[src/rtl/button_event_pkg.sv]
// Shared types for the button event block: event codes, per-port FSM states
// and the event payload that travels through the output FIFO.
package button_event_pkg;

  localparam int unsigned CODE_W     = 2;
  localparam int unsigned EVT_PORT_W = 8;

  typedef enum logic [CODE_W-1:0] {
    EV_PRESS   = 2'd0,
    EV_RELEASE = 2'd1,
    EV_LONG    = 2'd2,
    EV_REPEAT  = 2'd3
  } event_code_t;

  typedef enum logic [1:0] {
    ST_IDLE  = 2'd0,
    ST_SHORT = 2'd1,
    ST_LONG  = 2'd2
  } btn_state_t;

  typedef struct packed {
    event_code_t           code;
    logic [EVT_PORT_W-1:0] port;
  } event_t;

  function automatic int unsigned max_u(input int unsigned a, input int unsigned b);
    return (a > b) ? a : b;
  endfunction

endpackage

[src/rtl/button_event_fifo.sv]
// Show-ahead synchronous FIFO of key events; push is accepted at full when a
// pop happens in the same cycle.
module button_event_fifo
  import button_event_pkg::*;
#(
  parameter int unsigned DEPTH = 4
) (
  input  logic   i_clk,
  input  logic   i_rst_n,
  input  logic   i_push,
  input  event_t i_data,
  input  logic   i_pop,
  output event_t o_head,
  output logic   o_full,
  output logic   o_empty
);

  localparam int unsigned AW    = (DEPTH > 1) ? $clog2(DEPTH) : 1;
  localparam int unsigned CNT_W = AW + 1;

  event_t           r_mem [DEPTH];
  logic [AW-1:0]    r_wr;
  logic [AW-1:0]    r_rd;
  logic [CNT_W-1:0] r_cnt;
  logic             w_wr_en;
  logic             w_rd_en;

  assign o_empty = (r_cnt == '0);
  assign o_full  = (r_cnt == CNT_W'(DEPTH));
  assign w_rd_en = i_pop && !o_empty;
  assign w_wr_en = i_push && (!o_full || w_rd_en);
  assign o_head  = r_mem[r_rd];

  always_ff @(posedge i_clk or negedge i_rst_n) begin
    if (!i_rst_n) begin
      for (int unsigned i = 0; i < DEPTH; i++) r_mem[i] <= '0;
      r_wr  <= '0;
      r_rd  <= '0;
      r_cnt <= '0;
    end else begin
      if (w_wr_en) begin
        r_mem[r_wr] <= i_data;
        r_wr        <= r_wr + AW'(1);
      end
      if (w_rd_en) r_rd <= r_rd + AW'(1);
      case ({w_wr_en, w_rd_en})
        2'b10:   r_cnt <= r_cnt + CNT_W'(1);
        2'b01:   r_cnt <= r_cnt - CNT_W'(1);
        default: r_cnt <= r_cnt;
      endcase
    end
  end

endmodule

[src/rtl/button_event.sv]
// Turns debounced switch levels into PRESS/RELEASE/LONG/REPEAT events and
// serializes them from all ports into one valid/ready stream.
module button_event
  import button_event_pkg::*;
#(
  parameter int unsigned CLOCK_HZ         = 12_000_000,
  parameter int unsigned TICK_HZ          = 1000,
  parameter int unsigned PORT_BITS        = 1,
  parameter int unsigned LONG_PRESS_TICKS = 500,
  parameter int unsigned REPEAT_TICKS     = 100,
  parameter int unsigned FIFO_DEPTH       = 4,
  localparam int unsigned PW = (PORT_BITS > 1) ? $clog2(PORT_BITS) : 1
) (
  input  logic                 clock,
  input  logic                 reset_n,
  input  logic [PORT_BITS-1:0] sync_in,
  output logic [PORT_BITS-1:0] pressed,
  output logic                 event_valid,
  input  logic                 event_ready,
  output logic [1:0]           event_code,
  output logic [PW-1:0]        event_port,
  output logic                 overflow,
  input  logic                 overflow_clear
);

  localparam int unsigned DIV      = CLOCK_HZ / TICK_HZ;
  localparam int unsigned DIV_W    = (DIV > 1) ? $clog2(DIV) : 1;
  localparam int unsigned HOLD_MAX = max_u(LONG_PRESS_TICKS, REPEAT_TICKS);
  localparam int unsigned HOLD_W   = $clog2(HOLD_MAX);

  logic [DIV_W-1:0]     r_div;
  logic                 w_tick;
  logic [PORT_BITS-1:0] r_prev;
  logic [PORT_BITS-1:0] w_rise;
  logic [PORT_BITS-1:0] w_fall;
  logic [PORT_BITS-1:0] w_slot_v;
  logic [PORT_BITS-1:0] w_grant;
  logic [PORT_BITS-1:0] w_drain;
  logic [PORT_BITS-1:0] w_drop;
  event_code_t          w_slot_code [PORT_BITS];
  logic                 w_any;
  logic                 w_push;
  logic                 w_pop;
  logic                 w_full;
  logic                 w_empty;
  event_t               w_push_data;
  event_t               w_head;
  logic                 r_overflow;
  logic                 w_unused_port;

  // Free-running tick divider; tick fires on count zero.
  always_ff @(posedge clock or negedge reset_n) begin
    if (!reset_n)                        r_div <= '0;
    else if (r_div == DIV_W'(DIV - 1))   r_div <= '0;
    else                                 r_div <= r_div + DIV_W'(1);
  end
  assign w_tick = (r_div == '0);

  always_ff @(posedge clock or negedge reset_n) begin
    if (!reset_n) r_prev <= '0;
    else          r_prev <= sync_in;
  end
  assign pressed = r_prev;
  assign w_rise  = sync_in & ~r_prev;
  assign w_fall  = ~sync_in & r_prev;

  for (genvar gi = 0; gi < PORT_BITS; gi++) begin : g_port
    btn_state_t        r_state;
    btn_state_t        w_state_nxt;
    logic [HOLD_W-1:0] r_hold;
    logic [HOLD_W-1:0] w_hold_nxt;
    logic              w_post;
    event_code_t       w_post_code;
    logic              r_v;
    event_code_t       r_code;

    always_ff @(posedge clock or negedge reset_n) begin
      if (!reset_n) begin
        r_state <= ST_IDLE;
        r_hold  <= '0;
      end else begin
        r_state <= w_state_nxt;
        r_hold  <= w_hold_nxt;
      end
    end

    // A release wins over a tick arriving in the same cycle.
    always_comb begin
      w_state_nxt = r_state;
      w_hold_nxt  = r_hold;
      w_post      = 1'b0;
      w_post_code = EV_PRESS;
      case (r_state)
        ST_IDLE: begin
          if (w_rise[gi]) begin
            w_post      = 1'b1;
            w_post_code = EV_PRESS;
            w_state_nxt = ST_SHORT;
            w_hold_nxt  = '0;
          end
        end
        ST_SHORT: begin
          if (w_fall[gi]) begin
            w_post      = 1'b1;
            w_post_code = EV_RELEASE;
            w_state_nxt = ST_IDLE;
          end else if (w_tick) begin
            if (r_hold == HOLD_W'(LONG_PRESS_TICKS - 1)) begin
              w_post      = 1'b1;
              w_post_code = EV_LONG;
              w_state_nxt = ST_LONG;
              w_hold_nxt  = '0;
            end else begin
              w_hold_nxt = r_hold + HOLD_W'(1);
            end
          end
        end
        ST_LONG: begin
          if (w_fall[gi]) begin
            w_post      = 1'b1;
            w_post_code = EV_RELEASE;
            w_state_nxt = ST_IDLE;
          end else if (w_tick) begin
            if (r_hold == HOLD_W'(REPEAT_TICKS - 1)) begin
              w_post      = 1'b1;
              w_post_code = EV_REPEAT;
              w_hold_nxt  = '0;
            end else begin
              w_hold_nxt = r_hold + HOLD_W'(1);
            end
          end
        end
        default: w_state_nxt = ST_IDLE;
      endcase
    end

    // Pending slot: a busy, undrained slot keeps its event and the new one is lost.
    always_ff @(posedge clock or negedge reset_n) begin
      if (!reset_n) begin
        r_v    <= 1'b0;
        r_code <= EV_PRESS;
      end else if (w_post && (!r_v || w_drain[gi])) begin
        r_v    <= 1'b1;
        r_code <= w_post_code;
      end else if (w_drain[gi]) begin
        r_v    <= 1'b0;
      end
    end

    assign w_drop[gi]      = w_post && r_v && !w_drain[gi];
    assign w_slot_v[gi]    = r_v;
    assign w_slot_code[gi] = r_code;
  end

  // Fixed-priority arbiter: lowest-index pending slot goes first.
  always_comb begin
    w_grant     = '0;
    w_any       = 1'b0;
    w_push_data = '0;
    for (int unsigned p = 0; p < PORT_BITS; p++) begin
      if (w_slot_v[p] && !w_any) begin
        w_grant[p]       = 1'b1;
        w_any            = 1'b1;
        w_push_data.code = w_slot_code[p];
        w_push_data.port = EVT_PORT_W'(p);
      end
    end
  end

  assign w_pop   = !w_empty && event_ready;
  assign w_push  = w_any && (!w_full || w_pop);
  assign w_drain = w_grant & {PORT_BITS{w_push}};

  button_event_fifo #(
    .DEPTH (FIFO_DEPTH)
  ) u_fifo (
    .i_clk   (clock),
    .i_rst_n (reset_n),
    .i_push  (w_push),
    .i_data  (w_push_data),
    .i_pop   (w_pop),
    .o_head  (w_head),
    .o_full  (w_full),
    .o_empty (w_empty)
  );

  assign event_valid   = !w_empty;
  assign event_code    = w_head.code;
  assign event_port    = w_head.port[PW-1:0];
  assign w_unused_port = ^w_head.port;

  // Sticky drop flag; a drop in the same cycle as a clear keeps it set.
  always_ff @(posedge clock or negedge reset_n) begin
    if (!reset_n)            r_overflow <= 1'b0;
    else if (|w_drop)        r_overflow <= 1'b1;
    else if (overflow_clear) r_overflow <= 1'b0;
  end
  assign overflow = r_overflow;

endmodule

[config.mk]
export PLATFORM = sky130hd
export DESIGN_NAME = button_event
export DESIGN_NICKNAME = d
export VERILOG_FILES = /design/src/rtl/button_event_pkg.sv /design/src/rtl/button_event_fifo.sv /design/src/rtl/button_event.sv
export SDC_FILE = /design/constraint.sdc
export NUM_CORES = 1
export LEC_CHECK = 0
export BUFFER_PORTS_ARGS = -buffer_cell sky130_fd_sc_hd__buf_4
export CORE_UTILIZATION = 51
export CTS_BUF_LIST = sky130_fd_sc_hd__clkbuf_4 sky130_fd_sc_hd__clkbuf_8
export CTS_CLUSTER_SIZE = 14
export DETAILED_ROUTE_END_ITERATION = 8
export GPL_ROUTABILITY_DRIVEN = 0
export MAX_ROUTING_LAYER = met4
export PLACE_DENSITY = 0.77
export SYNTH_ARGS = -nofsm -noshare
export SYNTH_HDL_FRONTEND = slang
export SYNTH_SLANG_ARGS = --single-unit
[constraint.sdc]
create_clock -name clock -period 5.8 [get_ports clock]
set_input_delay 1.16 -clock clock [delete_from_list [all_inputs] [get_ports clock]]
set_output_delay 1.16 -clock clock [all_outputs]
set_load 0.1 [all_outputs]
==> results of run 1 <==
[registers in the layout (all words and copies together) (netlist names), 2 cells and up]
| register | cells |
|---|---|
| r_div | 14 |
| g_port.r_hold | 9 |
| u_fifo.r_mem | 8 |
| u_fifo.r_cnt | 3 |
| g_port.r_code | 2 |
| g_port.r_state | 2 |
| u_fifo.r_rd | 2 |
| u_fifo.r_wr | 2 |
[through the flow]
stage | util [%] | setup slack [ps] | cells | power (uW) | hold slack [ps]
2_1_floorplan | - | 2992 | 253 | 715.8 | 444.6
3_3_place_gp | 55.28 | 2877 | 322 | 778.0 | 458.8
3_5_place_dp | 55.28 | 2646 | 322 | 790.5 | 467.3
4_1_cts | 57.83 | 2975 | 330 | 1039 | 486.6
5_1_grt | 57.83 | 2834 | 330 | 1101 | 505.9
6_report | 57.83 | 2999 | 330 | 1030 | 486.6
[layer usage]
layer	part of all wire [%]	vias up	global-route usage [%]
met5	0	-	-
met4	0.42	0	6.318
met3	2.7	2	5.139
met2	49	25	30.63
met1	48	850	26.19
li1	-	894	-
[power breakdown]
part | total [uW] | leakage [uW] | switching [uW] | internal [uW]
logic | 358 | 0.000565 | 230 | 128
registers | 426 | 0.000591 | 50.5 | 375
clock network | 246 | 0.0000574 | 105 | 140
[worst reg2reg max path: stages, from the launching register on]
cell and delay, ps:
dfrtp_1 420, nor4b_1 470, nor2b_1 230, inv_1 100, ha_1 180, inv_1 60
fa_1 370, xor2_1 150, nor2_1 110, xor2_1 160
[cell type report]
class                   count  share of cell area, %
clock buffers               6                  3.023
clock inverters             2                  1.374
inverters                  22                  3.023
multi-input cells         179                  45.81
flip-flops and latches     45                  41.23
well taps                  67                  3.069
repair buffers              9                  2.474
[cell families after synthesis]
kind of cell             count (synthesis)  synth area share, %
AO/OA/AOI/OAI                           46                13.04
other                                    1               0.1498
multiplexers                             3                2.249
buffers and inverters                   29                5.047
XOR/XNOR                                18                6.297
flip-flops                              45                44.98
adder cells (fa/ha/maj)                 14                7.196
AND/OR/NAND/NOR                         97                21.04
[final timing paths]
kind | startpoint | to | slack [ps] | depth (start not counted)
max | event_ready | u_fifo.r_cnt[2] | 3000 | 10
max in group asynchronous | reset_n | g_port[0].r_hold[5] | 4570 | 1
min | u_fifo.r_mem[18] | u_fifo.r_mem[18] | 490 | 2
max reg2reg | u_fifo.r_cnt[1] | u_fifo.r_cnt[2] | 3480 | 9
min in group asynchronous | reset_n | u_fifo.r_rd[0] | 840 | 1
min reg2reg | u_fifo.r_mem[18] | u_fifo.r_mem[18] | 490 | 2
[cells in the final DEF, fill, tap and decap left out, types with 2 or more instances in the layout]
master / instances
mux4_2: 2
nor4b_1: 2
and4_1: 2
clkbuf_8: 6
dfrtp_1: 45
xnor2_1: 8
buf_4: 9
nand4_1: 4
and3_1: 2
nor2_1: 24
nand3_1: 12
and2_1: 2
ha_1: 12
nor2b_1: 3
inv_1: 21
o211ai_1: 2
o32ai_1: 2
o21ai_0: 19
a21oi_1: 4
a22o_2: 6
xor2_1: 10
nand2_1: 29
nor3_1: 7
==> flow_metrics.env, run 1 <==
export IMPL_wl_per_cell_um=13.08
export IMPL_max_freq_ghz=0.3570
export IMPL_cts_path_max_buffers=2
export IMPL_ys_top_cells_by_area="dfrtp_1 45%, ha_1 6.0%, nand2_1 4.3%, o21ai_0 3.8%, nor2_1 3.6%"
export IMPL_grt_pass1_wl_mm=7.872
export IMPL_required_ps=6020
export IMPL_cts_max_level=2
export IMPL_grt_max_degree=46
export IMPL_rsz0062_at_grt="false"
export IMPL_ir_drop_mv=0.1967
export IMPL_status="finished, final reports clean"
export IMPL_cp_cell_sequence="buf_4, nor4b_1, nor2b_1, inv_1, ha_1, inv_1, fa_1, xor2_1, nor2_1, xor2_1"
export IMPL_ys_warn_count=0
export IMPL_fin_worst_skew_ps=8.140
export IMPL_portBuffers=9
export IMPL_layout_nets=280
export IMPL_core_mm2=0.004723
export IMPL_ios=11
export IMPL_hp_class="reg -> reg"
export IMPL_synth_area_leader_cell="dfrtp_1"
export IMPL_cts_sinks=45
export IMPL_post_route_min_period_ps=2801
export IMPL_wirelength_mm=4.318
export IMPL_hold_buffers=0
export IMPL_cts_resized=0
export IMPL_dp_hpwl_mm=3.050
export IMPL_drv_slew=0
export IMPL_die_area_mm2=0.005193
export IMPL_synth_top_area_share_pct=44.98
export IMPL_synth_area_mm2=0.002504
export IMPL_slowest_delay_ps=400
export IMPL_crit_fanout=8
export IMPL_numCtsBuffers=5
export IMPL_synth_enable_flop_cells=0
export IMPL_num_rows=25
export IMPL_drt_first_pass_iters=4
export IMPL_multi_input_area_mm2=0.001251
export IMPL_clock_latency_ps=300
export IMPL_post_cts_buffers=0
export IMPL_grt_usage_pct=20.00
export IMPL_drive_gt1_share_pct=13.31
export IMPL_route_detailed_drc=0
export IMPL_leakagePower_uw=0.001214
export IMPL_fp_dieH_um=72.07
export IMPL_synth_flop_cell="dfrtp_1"
export IMPL_ys_types=54
export IMPL_antennaDiodeCount=0
export IMPL_critPathBufInv=3
export IMPL_clk_pin_slew_ps=90
export IMPL_criticalPathCategory="in -> reg"
export IMPL_viasPerCell=5.367
export IMPL_fillers=404
export IMPL_worst_slew_pin_slew_ps=554.7
export IMPL_yosysMostFrequentCell="dfrtp_1"
export IMPL_cts_tree="done"
export IMPL_maxCapViolCount=0
export IMPL_async_flop_share_pct=100.0
export IMPL_vias=1771
export IMPL_arrival_ps=3030
export IMPL_stdcell_area_mm2=0.002731
export IMPL_seq_area_frac_synth_pct=44.98
export IMPL_overflow=0
export IMPL_register_area_mm2=0.001126
export IMPL_ys_ff_latch=45
export IMPL_synthToLayoutAreaGrowth_pct=9.095
export IMPL_synthTopCellsByCount="45 x dfrtp_1, 29 x nand2_1, 24 x nor2_1, 21 x inv_1, 19 x o21ai_0"
export IMPL_placed_cell_area_mm2=0.002611
export IMPL_drt_iter0_markers=104
export IMPL_syn_inst=253
export IMPL_start_kind="input pin"
export IMPL_slowest_stage="nor4b_1"
export IMPL_grt_antenna_before_repair=0
export IMPL_end_kind="flop"
export IMPL_dieWidth_um=72.07
export IMPL_avgSynthCellArea_um2=9.896
export IMPL_min_period_over_period_pct=48.30
export IMPL_relSlewSlack_pct=63.02
export IMPL_critical_path_top_delay_family="simple AND/OR/NAND/NOR gates"
export IMPL_final_antenna_net_count=0
export IMPL_root_buffer="clkbuf_8"
export IMPL_start_util_pct=53.01
export IMPL_syn_nets=271
export IMPL_grt_pass1_vias=1743
export IMPL_cellPowerDensity_mw_per_mm2=377.0
export IMPL_finalSetupViolCount=0
export IMPL_finalHoldViolCount=0
export IMPL_fin_setup_tns_ps=0
Note: power is estimated with default switching activity, not from simulation.
==> inputs of run 2 (changes only) <==
--- a/config.mk
+++ b/config.mk
@@ -5,6 +5,7 @@
 export SDC_FILE = /design/constraint.sdc
 export NUM_CORES = 1
 export LEC_CHECK = 0
+export ABC_AREA = 1
 export BUFFER_PORTS_ARGS = -buffer_cell sky130_fd_sc_hd__buf_4
 export CORE_UTILIZATION = 51
 export CTS_BUF_LIST = sky130_fd_sc_hd__clkbuf_4 sky130_fd_sc_hd__clkbuf_8
@@ -12,7 +13,7 @@
 export DETAILED_ROUTE_END_ITERATION = 8
 export GPL_ROUTABILITY_DRIVEN = 0
 export MAX_ROUTING_LAYER = met4
-export PLACE_DENSITY = 0.77
+export PLACE_DENSITY = 0.8
 export SYNTH_ARGS = -nofsm -noshare
 export SYNTH_HDL_FRONTEND = slang
 export SYNTH_SLANG_ARGS = --single-unit
==> constraint.sdc (replaced) <==
create_clock -name clock -period 2.4 [get_ports clock]
set_input_delay 0.48 -clock clock [delete_from_list [all_inputs] [get_ports clock]]
set_output_delay 0.48 -clock clock [all_outputs]
set_load 0.1 [all_outputs]
==> flow_metrics.env, run 2 <==
export IMPL_synth_top_family_by_area="simple AND/OR/NAND/NOR gates"
export IMPL_yosys_area_share_simple_pct=27.57
export IMPL_cts_tree="done"
export IMPL_root_buffer="clkbuf_8"
export IMPL_drt_first_pass_iters=5
export IMPL_final_antenna_net_count=0
export IMPL_ys_types=31
export IMPL_drt_iter0_markers=74
export IMPL_ys_warn_count=0
export IMPL_async_flop_share_pct=100.0
export IMPL_fin_worst_skew_ps=5.768
export IMPL_syn_nets=332
export IMPL_stdcell_area_mm2=0.002823
export IMPL_start_util_pct=53.26
export IMPL_post_route_min_period_ps=2007
export IMPL_crit_fanout=4
export IMPL_register_area_mm2=0.001126
export IMPL_rsz0062_at_grt="false"
export IMPL_finalSetupViolCount=0
export IMPL_synth_flop_cell="dfrtp_1"
export IMPL_overflow=0
export IMPL_leakagePower_uw=0.001377
export IMPL_max_freq_ghz=0.4984
export IMPL_antennaDiodeCount=0
export IMPL_p_comb_share_pct=41.5
export IMPL_cts_sinks=45
export IMPL_start_kind="flop"
export IMPL_die_area_mm2=0.005251
export IMPL_largest_reg_flops=14
export IMPL_whs_ps=161.1
export IMPL_synthToLayoutAreaGrowth_pct=11.46
export IMPL_avgSynthCellArea_um2=8.065
export IMPL_ir_drop_mv=0.4996
export IMPL_synth_enable_flop_cells=0
export IMPL_num_rows=25
export IMPL_synth_compound_area_share_pct=7.806
export IMPL_viasPerCell=4.912
export IMPL_core_mm2=0.004755
export IMPL_power_uw=2850
export IMPL_cellPowerDensity_mw_per_mm2=1010
export IMPL_wirelength_mm=4.289
export IMPL_status="finished, final reports clean"
export IMPL_layout_nets=347
export IMPL_min_period_over_period_pct=83.61
export IMPL_synthXorXnorAreaFrac_pct=5.188
export IMPL_pwr_share_seq_pct=35.1
export IMPL_hp_class="in -> async"
export IMPL_relSlewSlack_pct=63.32
export IMPL_arrival_ps=2180
export IMPL_dp_hpwl_mm=3.209
export IMPL_total_switching_power_uw=1184
export IMPL_yosysMostFrequentCell="nand2_1"
export IMPL_worstReg2RegStart="u_fifo.r_cnt[1]"
export IMPL_clock_latency_ps=300
export IMPL_grt_max_degree=46
export IMPL_vias=1950
export IMPL_worst_slew_pin_slew_ps=550.2
export IMPL_synth_mux_area_share_pct=0.3953
export IMPL_largestRegisters="r_div (14), g_port.r_hold (9), u_fifo.r_mem (8)"
export IMPL_top_register="r_div"
export IMPL_grt_pass1_wl_mm=7.645
export IMPL_synth_area_leader_cell="dfrtp_1"
export IMPL_clk_pin_slew_ps=80
export IMPL_fillers=428
export IMPL_placed_cell_area_mm2=0.002689
export IMPL_fp_dieH_um=72.47
export IMPL_criticalPathCategory="reg -> reg"
export IMPL_ys_ff_latch=45
export IMPL_maxCapViolCount=0
export IMPL_synth_area_mm2=0.002532
export IMPL_grt_antenna_before_repair=0
export IMPL_cts_resized=0
export IMPL_multi_input_area_mm2=0.001224
export IMPL_ys_top_cells_by_area="dfrtp_1 44%, nand2_1 9.6%, inv_1 7.0%, ha_1 5.9%, nor2_1 5.6%"
export IMPL_ios=11
export IMPL_grt_pass1_vias=1818
export IMPL_internal_power_uw=1666
export IMPL_drv_slew=0
export IMPL_layout_commonest_cell="nand2_1"
export IMPL_post_cts_buffers=0
export IMPL_syn_inst=314
export IMPL_fin_util_pct=59.37
export IMPL_cts_max_level=2
export IMPL_grt_usage_pct=19.48
export IMPL_numCtsBuffers=5
export IMPL_finalHoldViolCount=0
export IMPL_synthTopCellsByCount="65 x nand2_1, 47 x inv_1, 45 x dfrtp_1, 38 x nor2_1, 21 x nand3_1"
export IMPL_synthAdderAreaFrac_pct=6.719
export IMPL_r2r_end="u_fifo.r_cnt[2]"
export IMPL_route_detailed_drc=0
export IMPL_fin_setup_tns_ps=0
export IMPL_synth_top_area_share_pct=44.47
export IMPL_drive_gt1_share_pct=11.82
export IMPL_wl_per_cell_um=10.80
export IMPL_cts_path_max_buffers=2
export IMPL_hold_buffers=0
export IMPL_required_ps=2570
export IMPL_end_kind="flop"
export IMPL_layout_common_cells="65 x nand2_1, 47 x inv_1, 45 x dfrtp_1, 38 x nor2_1, 21 x nand3_1"
export IMPL_seq_area_frac_synth_pct=44.47
export IMPL_portBuffers=9
export IMPL_pwr_share_clk_pct=23.4
export IMPL_dieWidth_um=72.47
export IMPL_r2r_cells=9
export IMPL_reg2reg_setup_slack_ps=390
export IMPL_swShare_pct=41.55
==> run 2: cell types whose count changed after synthesis, moves of 4 or more <==
cell     change
nor2_2       +4
inv_1       +26
nand2_2      +7
xnor2_1      -7
a22o_2       -6
nand2_1     +36
nand3_1      +9
nor2_1      +14
xor2_1       +4
==> run 2: layer usage <==
metal  GRT usage (%)  vias to the layer above  wire length (um)
met3           4.167                        7               147
met5               -                        -                 0
met4           7.843                        0                87
met1           24.44                      896              2077
met2           30.74                       30              1978
li1                -                     1017                 -
==> run 2: critical path: stages, from the launching register on <==
cell and delay (ps):
dfrtp_1 400, nor2_1 230, nand3_1 100, nand2_1 120, ha_1 150, inv_1 60
fa_1 380, a21oi_1 140, o21ai_0 130, xor2_1 170
==> run 2: final cells by class <==
type | instances | share of cell area [%]
clock inverters | 3 | 2.305
multi-input cells | 218 | 43.35
well taps | 67 | 2.970
inverters | 50 | 6.649
flip-flops and latches | 45 | 39.89
repair buffers | 9 | 2.394
clock buffers | 5 | 2.438
==> run 2: logic make-up after synthesis <==
group | after synthesis
flip-flops | 45
adder cells (fa/ha/maj) | 13
other | 1
AO/OA/AOI/OAI | 35
buffers and inverters | 51
multiplexers | 1
AND/OR/NAND/NOR | 153
XOR/XNOR | 15
==> run 2: worst max path at each step <==
stage | from | endpoint | slack [ps]
after floorplan | pressed | g_port[0].r_hold[5] | 400
after global placement | event_ready | u_fifo.r_cnt[2] | 450
after detailed placement | event_ready | u_fifo.r_cnt[2] | 320
after CTS | u_fifo.r_cnt[1] | u_fifo.r_cnt[2] | 380
after global routing | u_fifo.r_cnt[1] | u_fifo.r_cnt[2] | 150
final | u_fifo.r_cnt[1] | u_fifo.r_cnt[2] | 390
==> run 2: power by group through the flow <==
stage               clock [uW]  combinational, uW  sequential [uW]
global route               713               1340             1020
global placement             0               1170             1010
finish                     668               1180             1000
detailed placement           0               1190             1020
floorplan                    0                956             1000
CTS                        689               1200             1000
==> run 2: per-stage QoR <==
step,setup slack [ps],cells
final,393.4,397
after global placement,447.8,389
after CTS,383.6,397
after detailed placement,321.4,389
after global routing,153.9,397
after floorplan,401.6,314
